<file path="src/rtl/switch_allocator_if.sv">
// Handshake bundle between the per-input VCs, the switch allocator
// and the crossbar.
interface switch_allocator_if #(
    parameter int IN_N      = 5,
    parameter int IN_N_W    = 3,
    parameter int OUT_N     = 5,
    parameter int OUT_N_W   = 3,
    parameter int FLIT_ID_W = 2
);
    logic [IN_N*OUT_N_W-1:0]   route_res_i;
    logic [IN_N-1:0]           route_res_vld_i;
    logic [IN_N-1:0]           data_vld_i;
    logic [IN_N*FLIT_ID_W-1:0] flit_id_i;
    logic [OUT_N-1:0]          out_rdy_i;
    logic [IN_N-1:0]           chan_alloc_o;
    logic [IN_N-1:0]           chan_rdy_o;
    logic [OUT_N*IN_N_W-1:0]   xbar_sel_o;
    logic [OUT_N-1:0]          xbar_vld_o;

    modport master (
        output route_res_i,
        output route_res_vld_i,
        output data_vld_i,
        output flit_id_i,
        output out_rdy_i,
        input  chan_alloc_o,
        input  chan_rdy_o,
        input  xbar_sel_o,
        input  xbar_vld_o
    );

    modport slave (
        input  route_res_i,
        input  route_res_vld_i,
        input  data_vld_i,
        input  flit_id_i,
        input  out_rdy_i,
        output chan_alloc_o,
        output chan_rdy_o,
        output xbar_sel_o,
        output xbar_vld_o
    );
endinterface

</file>
<file path="src/rtl/switch_allocator.sv">
// Per-output round-robin switch allocator; each output stays locked
// to its winning input until that packet's tail flit has crossed.
module switch_allocator #(
    parameter int IN_N      = 5,
    parameter int IN_N_W    = 3,
    parameter int OUT_N     = 5,
    parameter int OUT_N_W   = 3,
    parameter int FLIT_ID_W = 2
) (
    input  logic                clk_i,
    input  logic                rst_ni,
    switch_allocator_if.slave   bus
);
    localparam logic [0:0] S_IDLE   = 1'b0;
    localparam logic [0:0] S_LOCKED = 1'b1;

    localparam logic [FLIT_ID_W-1:0] FID_TAIL = FLIT_ID_W'(1);
    localparam logic [FLIT_ID_W-1:0] FID_HT   = FLIT_ID_W'(3);

    logic [0:0]          r_state [OUT_N];
    logic [IN_N_W-1:0]   r_owner [OUT_N];
    logic [IN_N_W-1:0]   r_rr    [OUT_N];

    logic [IN_N-1:0]      w_req   [OUT_N];
    logic [IN_N_W-1:0]    w_win   [OUT_N];
    logic [FLIT_ID_W-1:0] w_fid   [IN_N];
    logic [OUT_N-1:0]     w_any;
    logic [OUT_N-1:0]     w_xfer;
    logic [OUT_N-1:0]     w_tail;
    logic [IN_N-1:0]      w_alloc;
    logic [IN_N-1:0]      w_rdy;
    logic [OUT_N*IN_N_W-1:0] w_sel;

    always_comb begin : fid_c
        for (int i = 0; i < IN_N; i++) begin
            w_fid[i] = bus.flit_id_i[i*FLIT_ID_W +: FLIT_ID_W];
        end
    end

    // Ownership is fully implied by the locked outputs.
    always_comb begin : lock_c
        w_alloc = '0;
        w_rdy   = '0;
        w_xfer  = '0;
        w_tail  = '0;
        w_sel   = '0;
        for (int o = 0; o < OUT_N; o++) begin
            w_sel[o*IN_N_W +: IN_N_W] = r_owner[o];
            if (r_state[o] == S_LOCKED) begin
                w_alloc[r_owner[o]] = 1'b1;
                if (bus.out_rdy_i[o] && rst_ni) begin
                    w_rdy[r_owner[o]] = 1'b1;
                end
                w_xfer[o] = rst_ni
                          & bus.data_vld_i[r_owner[o]]
                          & bus.out_rdy_i[o];
                w_tail[o] = (w_fid[r_owner[o]] == FID_TAIL)
                         || (w_fid[r_owner[o]] == FID_HT);
            end
        end
    end

    always_comb begin : req_c
        for (int o = 0; o < OUT_N; o++) begin
            w_req[o] = '0;
            for (int i = 0; i < IN_N; i++) begin
                w_req[o][i] = bus.route_res_vld_i[i]
                            & ~w_alloc[i]
                            & (bus.route_res_i[i*OUT_N_W +: OUT_N_W]
                               == OUT_N_W'(o));
            end
        end
    end

    always_comb begin : arb_c
        logic [IN_N_W:0] idx;
        idx   = '0;
        w_any = '0;
        for (int o = 0; o < OUT_N; o++) begin
            w_win[o] = '0;
            for (int k = 0; k < IN_N; k++) begin
                idx = {1'b0, r_rr[o]} + (IN_N_W+1)'(k);
                if (idx >= (IN_N_W+1)'(IN_N)) begin
                    idx = idx - (IN_N_W+1)'(IN_N);
                end
                if (!w_any[o] && w_req[o][idx[IN_N_W-1:0]]) begin
                    w_any[o] = 1'b1;
                    w_win[o] = idx[IN_N_W-1:0];
                end
            end
        end
    end

    always_ff @(posedge clk_i) begin
        if (!rst_ni) begin
            for (int o = 0; o < OUT_N; o++) begin
                r_state[o] <= S_IDLE;
                r_owner[o] <= '0;
                r_rr[o]    <= '0;
            end
        end else begin
            for (int o = 0; o < OUT_N; o++) begin
                case (r_state[o])
                    S_IDLE: begin
                        if (w_any[o]) begin
                            r_state[o] <= S_LOCKED;
                            r_owner[o] <= w_win[o];
                            r_rr[o]    <= (w_win[o] == IN_N_W'(IN_N-1))
                                        ? '0 : w_win[o] + 1'b1;
                        end
                    end
                    S_LOCKED: begin
                        if (w_xfer[o] && w_tail[o]) begin
                            r_state[o] <= S_IDLE;
                        end
                    end
                    default: r_state[o] <= S_IDLE;
                endcase
            end
        end
    end

    assign bus.chan_alloc_o = w_alloc;
    assign bus.chan_rdy_o   = w_rdy;
    assign bus.xbar_vld_o   = w_xfer;
    assign bus.xbar_sel_o   = w_sel;
endmodule

</file>
<file path="src/flat_wrapper.sv">
// flat-port wrapper written by rule: the top's interface ports become plain ports
module switch_allocator_flat 
#(
    parameter int IN_N      = 5,
    parameter int IN_N_W    = 3,
    parameter int OUT_N     = 5,
    parameter int OUT_N_W   = 3,
    parameter int FLIT_ID_W = 2
)
  (clk_i, rst_ni, bus_route_res_i, bus_route_res_vld_i, bus_data_vld_i, bus_flit_id_i, bus_out_rdy_i, bus_chan_alloc_o, bus_chan_rdy_o, bus_xbar_sel_o, bus_xbar_vld_o);
  switch_allocator_if #(.IN_N(IN_N), .IN_N_W(IN_N_W), .OUT_N(OUT_N), .OUT_N_W(OUT_N_W), .FLIT_ID_W(FLIT_ID_W)) bus_i ();
  input  logic clk_i;
  input  logic rst_ni;
  input wire logic [$bits(bus_i.route_res_i)-1:0] bus_route_res_i;
  input wire logic [$bits(bus_i.route_res_vld_i)-1:0] bus_route_res_vld_i;
  input wire logic [$bits(bus_i.data_vld_i)-1:0] bus_data_vld_i;
  input wire logic [$bits(bus_i.flit_id_i)-1:0] bus_flit_id_i;
  input wire logic [$bits(bus_i.out_rdy_i)-1:0] bus_out_rdy_i;
  output wire logic [$bits(bus_i.chan_alloc_o)-1:0] bus_chan_alloc_o;
  output wire logic [$bits(bus_i.chan_rdy_o)-1:0] bus_chan_rdy_o;
  output wire logic [$bits(bus_i.xbar_sel_o)-1:0] bus_xbar_sel_o;
  output wire logic [$bits(bus_i.xbar_vld_o)-1:0] bus_xbar_vld_o;
  assign bus_i.route_res_i = bus_route_res_i;
  assign bus_i.route_res_vld_i = bus_route_res_vld_i;
  assign bus_i.data_vld_i = bus_data_vld_i;
  assign bus_i.flit_id_i = bus_flit_id_i;
  assign bus_i.out_rdy_i = bus_out_rdy_i;
  assign bus_chan_alloc_o = bus_i.chan_alloc_o;
  assign bus_chan_rdy_o = bus_i.chan_rdy_o;
  assign bus_xbar_sel_o = bus_i.xbar_sel_o;
  assign bus_xbar_vld_o = bus_i.xbar_vld_o;
  switch_allocator #(.IN_N(IN_N), .IN_N_W(IN_N_W), .OUT_N(OUT_N), .OUT_N_W(OUT_N_W), .FLIT_ID_W(FLIT_ID_W)) u_core (.clk_i(clk_i), .rst_ni(rst_ni), .bus(bus_i));
endmodule
</file>
<file path="config.mk">
export PLATFORM = sky130hd
export DESIGN_NAME = switch_allocator_flat
export DESIGN_NICKNAME = d
export VERILOG_FILES = /design/src/rtl/switch_allocator_if.sv /design/src/rtl/switch_allocator.sv /design/src/flat_wrapper.sv
export SDC_FILE = /design/constraint.sdc
export NUM_CORES = 1
export LEC_CHECK = 0
export ABC_AREA = 1
export BUFFER_PORTS_ARGS = -buffer_cell sky130_fd_sc_hd__buf_4
export CAP_MARGIN = 0
export CORE_MARGIN = 8
export CORE_UTILIZATION = 37
export CTS_CLUSTER_DIAMETER = 30
export DETAILED_ROUTE_END_ITERATION = 12
export GPL_ROUTABILITY_DRIVEN = 1
export SLEW_MARGIN = 20
export SYNTH_ARGS = -nofsm -noshare
export SYNTH_HDL_FRONTEND = slang
export SYNTH_SLANG_ARGS = --single-unit
</file>
<file path="constraint.sdc">
create_clock -name clk_i -period 4.8 [get_ports clk_i]
set_input_delay 0.48 -clock clk_i [delete_from_list [all_inputs] [get_ports clk_i]]
set_output_delay 0.48 -clock clk_i [all_outputs]
set_load 0.01 [all_outputs]
</file>
==> metrics <==
number of H-tree levels=2; I/O pin count=72; worst-path fanout max=11; die height=158 um; Most used DFF post-synth=edfxtp_1; crit end category=flip-flop; kind of start point of the critical path=flip-flop; adder-cell share of the synthesized area=0.0974; Post-synth EDFFs=34; vias in the first global route=7565; measured slew at the worst slew-check pin=0.690 ns; clock root buffer=clkbuf_16; Hold EP=u_core.r_state[4]; Synth Area in Compound Gates=0.138; Synth Area per Inst=5.81 um^2; clock buffer depth=2; Final setup viols=0; routed length per instance=14.5 um; Ys Warns=0; pre-CTS WS=0.887 ns; final hold violation count=0; post-layout min period=3.99 ns; CTS resizes=0; Async S/R FF share, synth=0; part of the cycle the worst path needs=0.831; CP top delay family=simple AND/OR/NAND/NOR gates; Layout Nets=1439; FF-to-FF path depth=20; post-DR vias/cell=5.08; Setup Fix Bufs, Post-CTS=0; layout cells sized above 1=0.133; TritonCTS clock tree=built; clk_lat worst skew=0.28 ns; filler cell count=2220; syn_nets=1378; clk slew on worst S/H paths=0.06 ns; post-synthesis sequential area ratio=0.140; worst path cell trace=inv_1, ha_1, inv_1, fa_1, nor2_1, nor2_1, o21ai_0, o21bai_1, nand3_1, nand2_1, nand2_2, nor3_1, nand2_1, nand3_1, nor2_1, o21ai_1, inv_1, ha_1, inv_1, nor2_1; final global-route overflow total=0; Worst R2R End=u_core.r_rr[0][7]; Vias=8191; Buf/Inv on CP=4; gpl congestion=0.963; DR iter-0 viols=520; flop2flop setup slack=0.81 ns; CTS buffer count=5; synth-to-layout area growth=11.8%; Core ar.=20000 um^2; Register Area=1040 um^2; site row count=52; Die X-Extent=158 um; HPWL Detailed=19300 um; # DRC=0; cell taking the most area after synthesis=nand2_1; Syn Std Cell Area=7450 um^2; HP Class=in2reg; count of cell types in the netlist=52; max cap viols=0; Initial Util=0.373; Achievable Freq=251 MHz; crit path kind=reg2reg; placed cell count=1605; Worst Path Required=4.84 ns; hold path startpoint=rst_ni; Cells after Synth=1281; CTS sink cnt=35; post-synth top area share=0.190; Multi-input gate area=5470 um^2; dominant cells by area after synthesis=nand2_1 19%, edfxtp_1 14%, inv_1 10%; DIE AREA=24900 um^2; fin util=0.417; initial antenna violation count=0; slowest CP cell=edfxtp_1; final worst slack=0.809 ns; Post-DRT Antenna Nets=0; largest family of logic cells by synthesized area=simple AND/OR/NAND/NOR gates; router iterations before antenna repair=5; setup TNS=0 ns; CTS Hold Bufs=0; global-route wire length before repair=37600 um; Port Buf Inserts=66; clk_skew=0.00599 ns; Slew headroom=0.539; Slew Limit Fails=0; largest net degree at the start of global routing=18; diode count=0; multiplexer area fraction after synthesis=0; Synth Register Bits=35; CP Data Arrival Time=4.03 ns; hold depth=2; WL final=23400 um; final cell count without fillers=1613; critical path's largest stage delay=0.59 ns; gr usage total=0.187; most frequent cells in the layout=378 x nand2_1, 203 x inv_1, 151 x nor2_1; worst flop-to-flop path startpoint=u_core.r_rr[0][6]; post-synthesis simple-gate area fraction=0.474; commonest non-fill, non-tap cell in the layout=nand2_1; RSZ-0062 raised after global routing=no; XOR/XNOR Fraction of Synth Area=0.0247; status=finished clean
[routing by layer]
layer  routed length (um)  vias to the layer above  track usage
li1                     -                     4250            -
met5                    0                        -            0
met3                 1230                       35       0.0210
met4                  567                        0       0.0499
met1                10600                     3702        0.240
met2                11000                      204        0.326
[worst reg2reg max path: cells and delay by family, from the launching register on]
family                     cells  cell delay [ns]
buffers and inverters          4             0.48
AOI/OAI and AO/OA              3             0.73
adders and majority gates      3             0.89
and+or+nand+nor               10             1.04
DFF                            1             0.59
[how the worst max path moves through the flow]
stage,slack [ns],endpoint,from,cells after the start
finish,0.81,u_core.r_rr[0][7],u_core.r_rr[0][6],20
global route,0.28,u_core.r_rr[0][8],u_core.r_rr[0][6],22
CTS,0.86,u_core.r_rr[0][11],u_core.r_rr[0][9],20
detailed placement,0.89,u_core.r_rr[0][11],u_core.r_rr[0][9],20
global placement,0.89,u_core.r_rr[0][7],u_core.r_rr[0][6],20
floorplan,1.42,u_core.r_rr[0][7],u_core.r_rr[0][6],21
[area by class of cell]
| type | instances | area share |
|---|---|---|
| flip-flops and latches | 35 | 0.125 |
| clock inverters | 2 | 0.00150 |
| well taps | 270 | 0.0406 |
| clock buffers | 6 | 0.0155 |
| multi-input cells | 1011 | 0.657 |
| repair buffers | 67 | 0.0604 |
| inverters | 222 | 0.100 |
[cell families (layout without fill, tap and decap cells)]
kind of cell    count (synthesis)  after routing
compound gates                162            162
xor+xnor                       21             21
fa+ha+maj                      55             55
buf+inv                       235            297
flops                          35             35
simple gates                  773            773
[flip-flops by register name (all words and copies together), names as in the netlist]
name and count:
u_core.r_rr 15, u_core.r_state 5, u_core.r_owner 15
[synthesized netlist by cell type, types with 8 or more instances]
| cell | number |
|---|---|
| nand3_1 | 104 |
| nor2_2 | 20 |
| nor2_1 | 151 |
| o211ai_1 | 19 |
| inv_1 | 203 |
| nand3b_1 | 12 |
| o21ai_0 | 57 |
| nand2_1 | 378 |
| edfxtp_1 | 34 |
| ha_1 | 50 |
| nor3_1 | 23 |
| nor2_4 | 8 |
| a21oi_1 | 30 |
| nand4_1 | 31 |
| nand2_2 | 17 |
| o21ai_1 | 11 |
| o22ai_1 | 10 |
| xor2_1 | 19 |
| inv_2 | 17 |
| nand3_2 | 15 |
[metrics by stage]
stage	instance area, um^2	hold WS (ns)
floorplan	7450	0.629
global placement	8180	0.683
detailed placement	8180	0.691
CTS	8330	0.571
global route	8330	0.578
finish	8330	0.574
Power is left out: the tool's default activity adds up to more than one toggle a clock period on the data nets, which glitch-free logic cannot reach.
